===== config.mk =====
export PLATFORM = sky130hd
export DESIGN_NAME = mouse_transmitter_flat
export DESIGN_NICKNAME = d
export VERILOG_FILES = /design/src/rtl/mouse_pkg.sv /design/src/rtl/mouse_transmitter_if.sv /design/src/rtl/mouse_transmitter_ps2_edge_sync.sv /design/src/rtl/mouse_transmitter.sv /design/src/flat_wrapper.sv
export SDC_FILE = /design/constraint.sdc
export NUM_CORES = 1
export LEC_CHECK = 0
export CAP_MARGIN = 30
export CORE_UTILIZATION = 56
export CTS_CLUSTER_SIZE = 30
export DETAILED_ROUTE_END_ITERATION = 7
export HOLD_SLACK_MARGIN = 0.08
export MAX_ROUTING_LAYER = met4
export PLACE_DENSITY = 0.76
export REMOVE_ABC_BUFFERS = 1
export SYNTH_ARGS = -nofsm -noshare
export SYNTH_HDL_FRONTEND = slang
export SYNTH_SLANG_ARGS = --single-unit

===== constraint.sdc =====
create_clock -name CLK -period 2.8 [get_ports CLK]
set_clock_uncertainty 0.05 [all_clocks]
set_input_delay 0.7 -clock CLK [delete_from_list [all_inputs] [get_ports CLK]]
set_output_delay 0.7 -clock CLK [all_outputs]
set_load 0.01 [all_outputs]

===== src/rtl/mouse_pkg.sv =====
// Shared constants for the PS/2 mouse transceiver: state codes,
// default timing and the command bytes the master FSM sends.
package mouse_pkg;

    typedef enum logic [3:0] {
        IDLE      = 4'd0,
        HOLD_CLK  = 4'd1,
        START     = 4'd2,
        DATA      = 4'd3,
        PARITY    = 4'd4,
        STOP      = 4'd5,
        ACK       = 4'd6,
        WAIT_IDLE = 4'd7
    } tx_state_e;

    localparam int T_CLK_HOLD_DEF    = 12000;
    localparam int T_TIMEOUT_DEF     = 100000;
    localparam int T_REQ_TIMEOUT_DEF = 1500000;

    localparam logic [7:0] CMD_RESET  = 8'hFF;
    localparam logic [7:0] CMD_ENABLE = 8'hF4;
    localparam logic [7:0] RSP_ACK    = 8'hFA;

    function automatic logic odd_parity(input logic [7:0] b);
        return ~^b;
    endfunction

endpackage


===== src/rtl/mouse_transmitter_if.sv =====
// Byte handshake between the mouse master FSM and the transmitter.
// master: SEND_BYTE/BYTE_TO_SEND out; slave: BYTE_SENT/BYTE_ERROR out.
interface mouse_transmitter_if;

    logic       SEND_BYTE;
    logic [7:0] BYTE_TO_SEND;
    logic       BYTE_SENT;
    logic       BYTE_ERROR;

    modport master (
        output SEND_BYTE,
        output BYTE_TO_SEND,
        input  BYTE_SENT,
        input  BYTE_ERROR
    );

    modport slave (
        input  SEND_BYTE,
        input  BYTE_TO_SEND,
        output BYTE_SENT,
        output BYTE_ERROR
    );

endinterface


===== src/rtl/mouse_transmitter_ps2_edge_sync.sv =====
// Two-flop synchroniser for a PS/2 line plus a falling-edge pulse.
// Ports: CLK, RESET, LINE_IN (raw pad), LINE_SYNC, FALL (1-cycle).
module ps2_edge_sync (
    input  logic CLK,
    input  logic RESET,
    input  logic LINE_IN,
    output logic LINE_SYNC,
    output logic FALL
);

    logic meta;
    logic prev;

    always_ff @(posedge CLK or posedge RESET) begin
        if (RESET) begin
            meta      <= 1'b0;
            LINE_SYNC <= 1'b0;
            prev      <= 1'b0;
        end else begin
            meta      <= LINE_IN;
            LINE_SYNC <= meta;
            prev      <= LINE_SYNC;
        end
    end

    assign FALL = prev & ~LINE_SYNC;

endmodule


===== src/rtl/mouse_transmitter.sv =====
// Host-to-device PS/2 transmitter: request-to-send, 8 data bits LSB
// first, odd parity, stop, device ACK. Build option MOUSE_TX_ACK_CHECK_EN
// turns a NACK into BYTE_ERROR. Ports: CLK, RESET, mouse clock/data pad
// in/out/enable, host handshake (slave modport), MSTransmitterState.
module mouse_transmitter
    import mouse_pkg::*;
#(
    parameter int T_CLK_HOLD    = T_CLK_HOLD_DEF,
    parameter int T_TIMEOUT     = T_TIMEOUT_DEF,
    parameter int T_REQ_TIMEOUT = T_REQ_TIMEOUT_DEF
) (
    input  logic                CLK,
    input  logic                RESET,
    input  logic                CLK_MOUSE_IN,
    output logic                CLK_MOUSE_OUT_EN,
    input  logic                DATA_MOUSE_IN,
    output logic                DATA_MOUSE_OUT,
    output logic                DATA_MOUSE_OUT_EN,
    mouse_transmitter_if.slave  host,
    output logic [3:0]          MSTransmitterState
);

    localparam int MAX_A  = (T_TIMEOUT > T_CLK_HOLD) ? T_TIMEOUT : T_CLK_HOLD;
    localparam int WD_MAX = (T_REQ_TIMEOUT > MAX_A) ? T_REQ_TIMEOUT : MAX_A;
    localparam int WD_W   = $clog2(WD_MAX + 1);

    tx_state_e   state;
    logic [7:0]  shift_reg;
    logic        parity_bit;
    logic [2:0]  bit_cnt;
    logic [WD_W-1:0] wd;
    logic        clk_en;
    logic        data_out;
    logic        data_en;
    logic        sent;
    logic        err;

    logic        clk_sync;
    logic        fe;
    logic        data_meta;
    logic        data_sync;

    logic        hold_done;
    logic        tmo_req;
    logic        tmo_bit;
    logic        abort_now;

    ps2_edge_sync u_clk_sync (
        .CLK       (CLK),
        .RESET     (RESET),
        .LINE_IN   (CLK_MOUSE_IN),
        .LINE_SYNC (clk_sync),
        .FALL      (fe)
    );

    always_ff @(posedge CLK or posedge RESET) begin
        if (RESET) begin
            data_meta <= 1'b0;
            data_sync <= 1'b0;
        end else begin
            data_meta <= DATA_MOUSE_IN;
            data_sync <= data_meta;
        end
    end

    assign hold_done = (wd == WD_W'(T_CLK_HOLD - 1));
    assign tmo_req   = (wd == WD_W'(T_REQ_TIMEOUT - 1));
    assign tmo_bit   = (wd == WD_W'(T_TIMEOUT - 1));

    // Watchdog expiry with no edge this cycle aborts the frame.
    assign abort_now = !fe && (
        (state == START && tmo_req) ||
        ((state inside {DATA, PARITY, STOP, ACK, WAIT_IDLE}) && tmo_bit));

    always_ff @(posedge CLK or posedge RESET) begin
        if (RESET) begin
            state      <= IDLE;
            shift_reg  <= '0;
            parity_bit <= 1'b0;
            bit_cnt    <= '0;
            wd         <= '0;
            clk_en     <= 1'b0;
            data_out   <= 1'b0;
            data_en    <= 1'b0;
            sent       <= 1'b0;
            err        <= 1'b0;
        end else begin
            sent <= 1'b0;
            err  <= 1'b0;
            // Our own clock pull-down produces an edge during HOLD_CLK;
            // it must not restart the hold count.
            if (fe && state != IDLE && state != HOLD_CLK) begin
                wd <= '0;
            end else begin
                wd <= wd + 1'b1;
            end

            if (abort_now) begin
                state    <= IDLE;
                wd       <= '0;
                clk_en   <= 1'b0;
                data_en  <= 1'b0;
                data_out <= 1'b0;
                err      <= 1'b1;
            end else begin
                unique case (state)
                    IDLE: begin
                        wd       <= '0;
                        clk_en   <= 1'b0;
                        data_en  <= 1'b0;
                        data_out <= 1'b0;
                        if (host.SEND_BYTE) begin
                            shift_reg  <= host.BYTE_TO_SEND;
                            parity_bit <= odd_parity(host.BYTE_TO_SEND);
                            bit_cnt    <= '0;
                            clk_en     <= 1'b1;
                            state      <= HOLD_CLK;
                        end
                    end
                    HOLD_CLK: begin
                        if (hold_done) begin
                            wd       <= '0;
                            data_en  <= 1'b1;
                            data_out <= 1'b0;
                            state    <= START;
                        end
                    end
                    START: begin
                        // Clock stays low one cycle past the start bit.
                        clk_en <= 1'b0;
                        if (fe) begin
                            data_out  <= shift_reg[0];
                            shift_reg <= {1'b0, shift_reg[7:1]};
                            bit_cnt   <= '0;
                            state     <= DATA;
                        end
                    end
                    DATA: begin
                        if (fe) begin
                            if (bit_cnt == 3'd7) begin
                                data_out <= parity_bit;
                                state    <= PARITY;
                            end else begin
                                data_out  <= shift_reg[0];
                                shift_reg <= {1'b0, shift_reg[7:1]};
                                bit_cnt   <= bit_cnt + 3'd1;
                            end
                        end
                    end
                    PARITY: begin
                        if (fe) begin
                            data_en  <= 1'b0;
                            data_out <= 1'b0;
                            state    <= STOP;
                        end
                    end
                    STOP: begin
                        if (fe) begin
                            state <= ACK;
                        end
                    end
                    ACK: begin
                        if (fe) begin
`ifdef MOUSE_TX_ACK_CHECK_EN
                            if (data_sync) begin
                                err   <= 1'b1;
                                state <= IDLE;
                            end else begin
                                state <= WAIT_IDLE;
                            end
`else
                            state <= WAIT_IDLE;
`endif
                        end
                    end
                    WAIT_IDLE: begin
                        if (clk_sync && data_sync) begin
                            sent  <= 1'b1;
                            state <= IDLE;
                        end
                    end
                    default: begin
                        state    <= IDLE;
                        clk_en   <= 1'b0;
                        data_en  <= 1'b0;
                        data_out <= 1'b0;
                    end
                endcase
            end
        end
    end

    assign CLK_MOUSE_OUT_EN   = clk_en;
    assign DATA_MOUSE_OUT     = data_out;
    assign DATA_MOUSE_OUT_EN  = data_en;
    assign host.BYTE_SENT     = sent;
    assign host.BYTE_ERROR    = err;
    assign MSTransmitterState = state;

endmodule


===== src/flat_wrapper.sv =====
// flat-port wrapper written by rule: the top's interface ports become plain ports
module mouse_transmitter_flat import mouse_pkg::*;
#(
    parameter int T_CLK_HOLD    = T_CLK_HOLD_DEF,
    parameter int T_TIMEOUT     = T_TIMEOUT_DEF,
    parameter int T_REQ_TIMEOUT = T_REQ_TIMEOUT_DEF
)
  (CLK, RESET, CLK_MOUSE_IN, CLK_MOUSE_OUT_EN, DATA_MOUSE_IN, DATA_MOUSE_OUT, DATA_MOUSE_OUT_EN, MSTransmitterState, host_SEND_BYTE, host_BYTE_TO_SEND, host_BYTE_SENT, host_BYTE_ERROR);
  mouse_transmitter_if host_i ();
  input  logic CLK;
  input  logic RESET;
  input  logic CLK_MOUSE_IN;
  output logic CLK_MOUSE_OUT_EN;
  input  logic DATA_MOUSE_IN;
  output logic DATA_MOUSE_OUT;
  output logic DATA_MOUSE_OUT_EN;
  output logic [3:0] MSTransmitterState;
  input wire logic [$bits(host_i.SEND_BYTE)-1:0] host_SEND_BYTE;
  input wire logic [$bits(host_i.BYTE_TO_SEND)-1:0] host_BYTE_TO_SEND;
  output wire logic [$bits(host_i.BYTE_SENT)-1:0] host_BYTE_SENT;
  output wire logic [$bits(host_i.BYTE_ERROR)-1:0] host_BYTE_ERROR;
  assign host_i.SEND_BYTE = host_SEND_BYTE;
  assign host_i.BYTE_TO_SEND = host_BYTE_TO_SEND;
  assign host_BYTE_SENT = host_i.BYTE_SENT;
  assign host_BYTE_ERROR = host_i.BYTE_ERROR;
  mouse_transmitter #(.T_CLK_HOLD(T_CLK_HOLD), .T_TIMEOUT(T_TIMEOUT), .T_REQ_TIMEOUT(T_REQ_TIMEOUT)) u_core (.CLK(CLK), .RESET(RESET), .CLK_MOUSE_IN(CLK_MOUSE_IN), .CLK_MOUSE_OUT_EN(CLK_MOUSE_OUT_EN), .DATA_MOUSE_IN(DATA_MOUSE_IN), .DATA_MOUSE_OUT(DATA_MOUSE_OUT), .DATA_MOUSE_OUT_EN(DATA_MOUSE_OUT_EN), .host(host_i), .MSTransmitterState(MSTransmitterState));
endmodule

==> out/qor.yml, run 1 <==
layout:
  seq_area_mm2: 0.00115
  multi_input_area_mm2: 0.00122
  final_cells: 315
  syn2layout_area_growth_pct: 13.6
  largest_reg_flops: 21
  drive_gt1_share_pct: 16.2
  antennaDiodeCount: 0
  fin_nets: 280
  fillerInstances: 337
timing:
  fin_hold_ws_ns: 0.302
  setup_viol: 0
  fmax_mhz: 447
  slew_violations: 0
  rsz0062_at_grt: "no"
  tightest_slew_ns: 0.682
  min_period_ns: 2.24
  finalHoldViolCount: 0
  final.setup.tns_ns: 0
  max-slew-margin-rel_pct: 54.5
  min_period_over_period_pct: 79.8
critical_path:
  worstReg2RegEnd: "u_core.wd[18]"
  slowest_delay_ns: 0.61
  cp_num_buf_inv: 1
  r2r_slack_ns: 0.72
  crit_path_end: "MSTransmitterState[1]"
  startpoint_type: "flop"
  reg2reg_from: "u_core.wd[5]"
  path_max_fanout: 13
  r2r_cells: 4
  critPathSlowestCell: "clkdlybuf4s50_1"
  crit_type: "reg2out"
  crit_required_ns: 2.05
  cp-startpoint: "u_core.MSTransmitterState[1]"
  path_cells: "clkdlybuf4s50_1"
  cp-end-kind: "output port"
  cp.depth: 1
  critPathArrivalTime_ns: 1.49
  critPathTopFamily: "buffers and inverters"
die:
  coreArea_mm2: 0.00414
  die_x_um: 68.7
  start_util_pct: 60.1
  dieHeight_um: 68.7
  ioPinCount: 22
  dieArea_mm2: 0.00472
  core.rowCount: 23
placement:
  port_buffers: 20
  dp_hpwl_mm: 3.27
  placedCellCount: 307
  gp_congestion: 0.825
route:
  dr_total_vias: 1850
  dr.first_iter.drc_count: 176
  routed_wl_mm: 4.61
  ant_nets: 0
  drtPass1Iterations: 4
  via_per_inst: 5.87
  drc: 0
  routedWlPerCell_um: 14.6
global_routing:
  grt_pass1_vias: 1702
  grt_max_degree: 35
  groute.usage.overall_pct: 22.7
  grt_overflow: 0
  grt_pass1_wl_mm: 7.74
  antenna_found_initial: 0
synthesis:
  synth_enable_flop_cells: 0
  ys.warnings.count: 0
  synth_area_leaders: "dfrtp_1 (46%), mux2_2 (7.2%), xnor2_1 (4.6%), nor3_1 (3.2%), nand4_1 (2.5%)"
  netlist_top_cells_count: "dfrtp_1 (46), mux2_2 (16), nand2_1 (16), nor3_1 (16)"
  async_reset_ff_share_pct: 100
  synthCells: 245
  yosysMostFrequentCell: "dfrtp_1"
  synth-main-ff-cell: "dfrtp_1"
  syn_area_mm2: 0.00249
  syn_avg_cell_area_um2: 10.2
  synth_top_cell_area_share_pct: 46.2
  yosys_register_bits: 46
  synth_cell_types: 50
  synth-seq-area-share_pct: 46.2
  yosysTopAreaCell: "dfrtp_1"
clock_tree:
  clk_path_buf_depth: 2
  post-cts-setup-buffer-count: 0
  clockRootBuffer: "clkbuf_8"
  htreeDepth: 2
  cts_resized: 0
  clock_latency_ns: 0.29
  numClockSinks: 46
  clk_pin_slew_worst_paths_ns: 0.08
  cts_hold_buf: 0
  tritoncts: "done"
  cts_buffers: 5
power_and_ir_drop:
  vdd_drop_max_uv: 364
  p_leak_nw: 1.15
  power.density_mw_per_mm2: 519
worst_hold_path:
  hold_path.class: "reg2reg"
run:
  max_cap_viol_count: 0
run_status:
  status: "finished clean"
[placed cells by master (no fill, tap or decap), types with 2 or more instances in the layout]
cell	instances
nor4_1	4
a221o_1	2
mux2i_1	4
nor3_1	16
o21ai_0	7
a21oi_1	5
buf_4	9
o31ai_1	2
nor3b_1	4
ha_1	3
a211oi_1	5
a31o_2	2
inv_1	8
or2_2	2
dfrtp_1	46
mux2_2	16
nor4bb_1	2
clkbuf_8	6
nand2_1	16
a21o_1	2
clkdlybuf4s50_1	20
xnor2_1	13
nor2_1	13
nor2b_1	2
nand3_1	5
xor2_1	7
or4_1	2
and3_1	2
nand4_1	10
nand2b_1	3
or3_1	3
[through the flow]
step / total power (W) / setup slack, ns / cell area, µm² / utilization (%)
detailed placement: 0.00107 / 0.528 / 2740 / 66.0
global route: 0.00155 / 0.479 / 2830 / 68.2
floorplan: 0.000990 / 0.217 / 2400 / -
CTS: 0.00148 / 0.568 / 2830 / 68.2
finish: 0.00147 / 0.565 / 2830 / 68.2
global placement: 0.00106 / 0.534 / 2740 / 66.0
[layer usage]
layer	vias up	wire length [µm]	track usage, %	share of wire (%)
met4	0	42	6.77	0.91
met5	-	0	-	0
met3	5	143	3.62	3.1
met1	887	2390	31.1	52
met2	38	2030	34.6	44
li1	920	-	-	-
[how the worst min path moves through the flow]
stage,start,endpoint,slack (ns),depth (start not counted)
2_1_floorplan,u_core.data_meta,u_core.data_sync,0.28,0
4_1_cts,u_core.u_clk_sync.meta,u_core.u_clk_sync.LINE_SYNC,0.30,0
6_report,u_core.u_clk_sync.meta,u_core.u_clk_sync.LINE_SYNC,0.30,0
3_3_place_gp,u_core.data_meta,u_core.data_sync,0.29,0
3_5_place_dp,u_core.u_clk_sync.meta,u_core.u_clk_sync.LINE_SYNC,0.29,0
5_1_grt,u_core.data_meta,u_core.data_sync,0.31,0
[power breakdown]
| group | internal [W] | switching, W |
|---|---|---|
| sequential | 0.000743 | 0.0000937 |
| clock | 0.000199 | 0.000211 |
| combinational | 0.000115 | 0.000106 |
[layout make-up]
| class | instances | area share, % |
|---|---|---|
| Clock inverter | 1 | 0.177 |
| Tap cell | 50 | 2.21 |
| Inverter | 9 | 1.19 |
| Timing Repair Buffer | 29 | 9.47 |
| Clock buffer | 7 | 3.05 |
| Multi-Input combinational cell | 173 | 43.2 |
| Sequential cell | 46 | 40.7 |
[cell families after synthesis]
logic type	share of synthesized area [%]
and+or+nand+nor	21.3
DFF	46.2
AOI/OAI and AO/OA	10.1
buffers and inverters	4.87
xor gates and xnor gates	7.04
muxes	8.84
adders and majority gates	1.51
other	0.151
Note: power is estimated with default switching activity, not from simulation.
==> inputs of run 2 (changes only) <==
--- a/config.mk
+++ b/config.mk
@@ -6,12 +6,12 @@
 export NUM_CORES = 1
 export LEC_CHECK = 0
 export CAP_MARGIN = 30
-export CORE_UTILIZATION = 56
+export CORE_UTILIZATION = 52
 export CTS_CLUSTER_SIZE = 30
 export DETAILED_ROUTE_END_ITERATION = 7
 export HOLD_SLACK_MARGIN = 0.08
 export MAX_ROUTING_LAYER = met4
-export PLACE_DENSITY = 0.76
+export PLACE_DENSITY = 0.74
 export REMOVE_ABC_BUFFERS = 1
 export SYNTH_ARGS = -nofsm -noshare
 export SYNTH_HDL_FRONTEND = slang
==> constraint.sdc (replaced) <==
create_clock -name CLK -period 1.9 [get_ports CLK]
set_clock_uncertainty 0.05 [all_clocks]
set_input_delay 0.475 -clock CLK [delete_from_list [all_inputs] [get_ports CLK]]
set_output_delay 0.475 -clock CLK [all_outputs]
set_load 0.01 [all_outputs]
==> out/qor.yml, run 2 (same netlist as run 1, synthesis figures left out) <==
layout:
  syn2layout_area_growth_pct: 25.6
  antennaDiodeCount: 0  # unchanged
  final_common_cell: "dfrtp_1"
  largest_reg_flops: 21  # unchanged
  fin_nets: 306  # +9.3%
  drive_gt1_share_pct: 26.8  # +11 points
  fin_area_mm2: 0.00313  # +11%
  final_cell_mix: "dfrtp_1 (43), buf_4 (32), clkdlybuf4s50_1 (20)"
timing:
  setup_viol: 0  # unchanged
  fmax_mhz: 535
  finalHoldViolCount: 0  # unchanged
  min_period_ns: 1.87
  fin_hold_ws_ns: 0.303  # +0.00150 ns
  slew_violations: 0  # unchanged
  max-slew-margin-rel_pct: 61.7  # +7.2 points
  tightest_slew_ns: 0.570  # -0.113 ns
  min_period_over_period_pct: 98.4
critical_path:
  cp_num_buf_inv: 2  # +1
  startpoint_type: "flop"
  path_cells: "buf_4 > clkdlybuf4s50_1"
  r2r_cells: 6  # +2
  worstReg2RegEnd: "u_core.shift_reg[2]"
  cp-end-kind: "output port"
  crit_required_ns: 1.37  # -0.68 ns
  reg2reg_from: "u_core.bit_cnt[0]"
  critPathArrivalTime_ns: 1.34  # -0.15 ns
  critPathSlowestCell: "clkdlybuf4s50_1"
  critPathTopFamily: "buffers and inverters"
  path_max_fanout: 4  # -9
  crit_type: "reg2out"
  slowest_delay_ns: 0.47  # -0.14 ns
  r2r_slack_ns: 0.04  # -0.68 ns
run_status:
  failed_checks: "design-rule violations"
  status: "finished, violations left"
die:
  dieHeight_um: 71.2  # +3.7%
  core.rowCount: 24  # +4.3%
  start_util_pct: 55.6  # -4.4 points
  dieArea_mm2: 0.00507  # +7.5%
  die_x_um: 71.2  # +3.7%
  ioPinCount: 22  # unchanged
  coreArea_mm2: 0.00447  # +8.0%
power_and_ir_drop:
  vdd_drop_max_uv: 563  # +55%
  power.density_mw_per_mm2: 812  # +56%
  swShare_pct: 25.7  # -2.2 points
  p_sw_w: 0.000653  # +59%
  p_int_w: 0.00189  # +78%
  p_leak_nw: 1.30  # +13%
  power_frac_seq_pct: 46.9  # -10 points
  clkPwrFrac_pct: 35.1  # +7.2 points
  p_comb_share_pct: 18.0  # +2.9 points
  p_total_w: 0.00254  # +73%
clock_tree:
  clk_pin_slew_worst_paths_ns: 0.10  # +0.02 ns
  htreeDepth: 2  # unchanged
  numClockSinks: 46  # unchanged
  clockRootBuffer: "clkbuf_8"
  clk_path_buf_depth: 2  # unchanged
  cts_buffers: 5  # unchanged
  cts_hold_buf: 0  # unchanged
  tritoncts: "done"
  clock_latency_ns: 0.30  # about the same
route:
  routedWlPerCell_um: 15.3  # +4.5%
  ant_nets: 0  # unchanged
  drtPass1Iterations: 7  # +3
  routed_wl_mm: 5.24  # +14%
  via_per_inst: 5.80  # -1.2%
  dr_total_vias: 1990  # +7.6%
  drc: 1  # +1
  dr.first_iter.drc_count: 77  # -56%
global_routing:
  antenna_found_initial: 0  # unchanged
  grt_pass1_vias: 1959  # +15%
  grt_max_degree: 30  # -14%
  groute.usage.overall_pct: 23.5  # +0.79 points
  grt_pass1_wl_mm: 8.96  # +16%
  grt_overflow: 0  # unchanged
worst_hold_path:
  min_path_cells: 0  # unchanged
  hold_path.class: "reg2reg"
  holdPathEnd: "u_core.u_clk_sync.LINE_SYNC"
  min-delay-start: "u_core.u_clk_sync.meta"
placement:
  dp_hpwl_mm: 3.66  # +12%
  gp_congestion: 0.873  # +5.8%
  placed_cell_area_mm2: 0.00290  # +6.1%
  port_buffers: 20  # unchanged
run:
  max_cap_viol_count: 0  # unchanged
[run 2: changes by cell type in the layout (fill, tap and decap cells not counted), sizes merged]
cell and change:
buf +26, clkinv -1, clkbuf -1, bufinv +2
[run 2: timing repair]
item                                    in CTS  in global routing
endpoints found under the setup margin      18                 24
resized for setup                           12                  6
setup buffers                                1                  2
pin swaps                                    1                  3
cloned                                       1                  0
[run 2: metrics by stage]
stage / TNS (ns) / setup slack (ns) / util (%) / std cells
5_1_grt: -0.0260 / -0.0260 / 69.9 / 343
3_5_place_dp: -1.22 / -0.141 / 64.9 / 331
3_3_place_gp: -0.929 / -0.110 / 64.9 / 331
4_1_cts: 0 / 0.0255 / 69.1 / 341
2_1_floorplan: -20.78 / -0.683 / - / 228
6_report: 0 / 0.0309 / 69.9 / 343
[run 2: layer usage]
layer / part of all wire, % / track usage [%] / up-vias
met5: 0 / - / -
met4: 1.9 / 7.56 / 0
met3: 3.8 / 4.70 / 14
met2: 49 / 38.8 / 51
met1: 46 / 29.0 / 954
li1: - / - / 971
[run 2: layout make-up]
type | instances | area [µm²]
Clock buffer | 6 | 82.6
Clock inverter | 2 | 60.1
Tap cell | 52 | 65.1
Fill cell | 349 | 1350
Multi-Input combinational cell | 173 | 1260
Sequential cell | 46 | 1150
Timing Repair Buffer | 55 | 474
Inverter | 9 | 33.8
[run 2: worst max path at each step]
stage | start | end | slack (ns) | depth (start not counted)
after floorplan | u_core.wd[0] | u_core.wd[11] | -0.68 | 5
after global placement | host_SEND_BYTE | u_core.shift_reg[6] | -0.11 | 6
after detailed placement | host_SEND_BYTE | u_core.shift_reg[2] | -0.14 | 6
after CTS | u_core.bit_cnt[0] | u_core.shift_reg[2] | 0.03 | 6
after global routing | u_core.MSTransmitterState[1] | u_core.wd[20] | -0.03 | 7
final | u_core.MSTransmitterState[1] | MSTransmitterState[1] | 0.03 | 2
[run 2: power groups by stage]
stage	clock [W]	combinational, W	sequential [W]
3_3_place_gp	0	0.000435	0.00120
5_1_grt	0.000948	0.000511	0.00121
4_1_cts	0.000905	0.000452	0.00119
3_5_place_dp	0	0.000442	0.00120
6_report	0.000892	0.000457	0.00119
2_1_floorplan	0	0.000240	0.00122
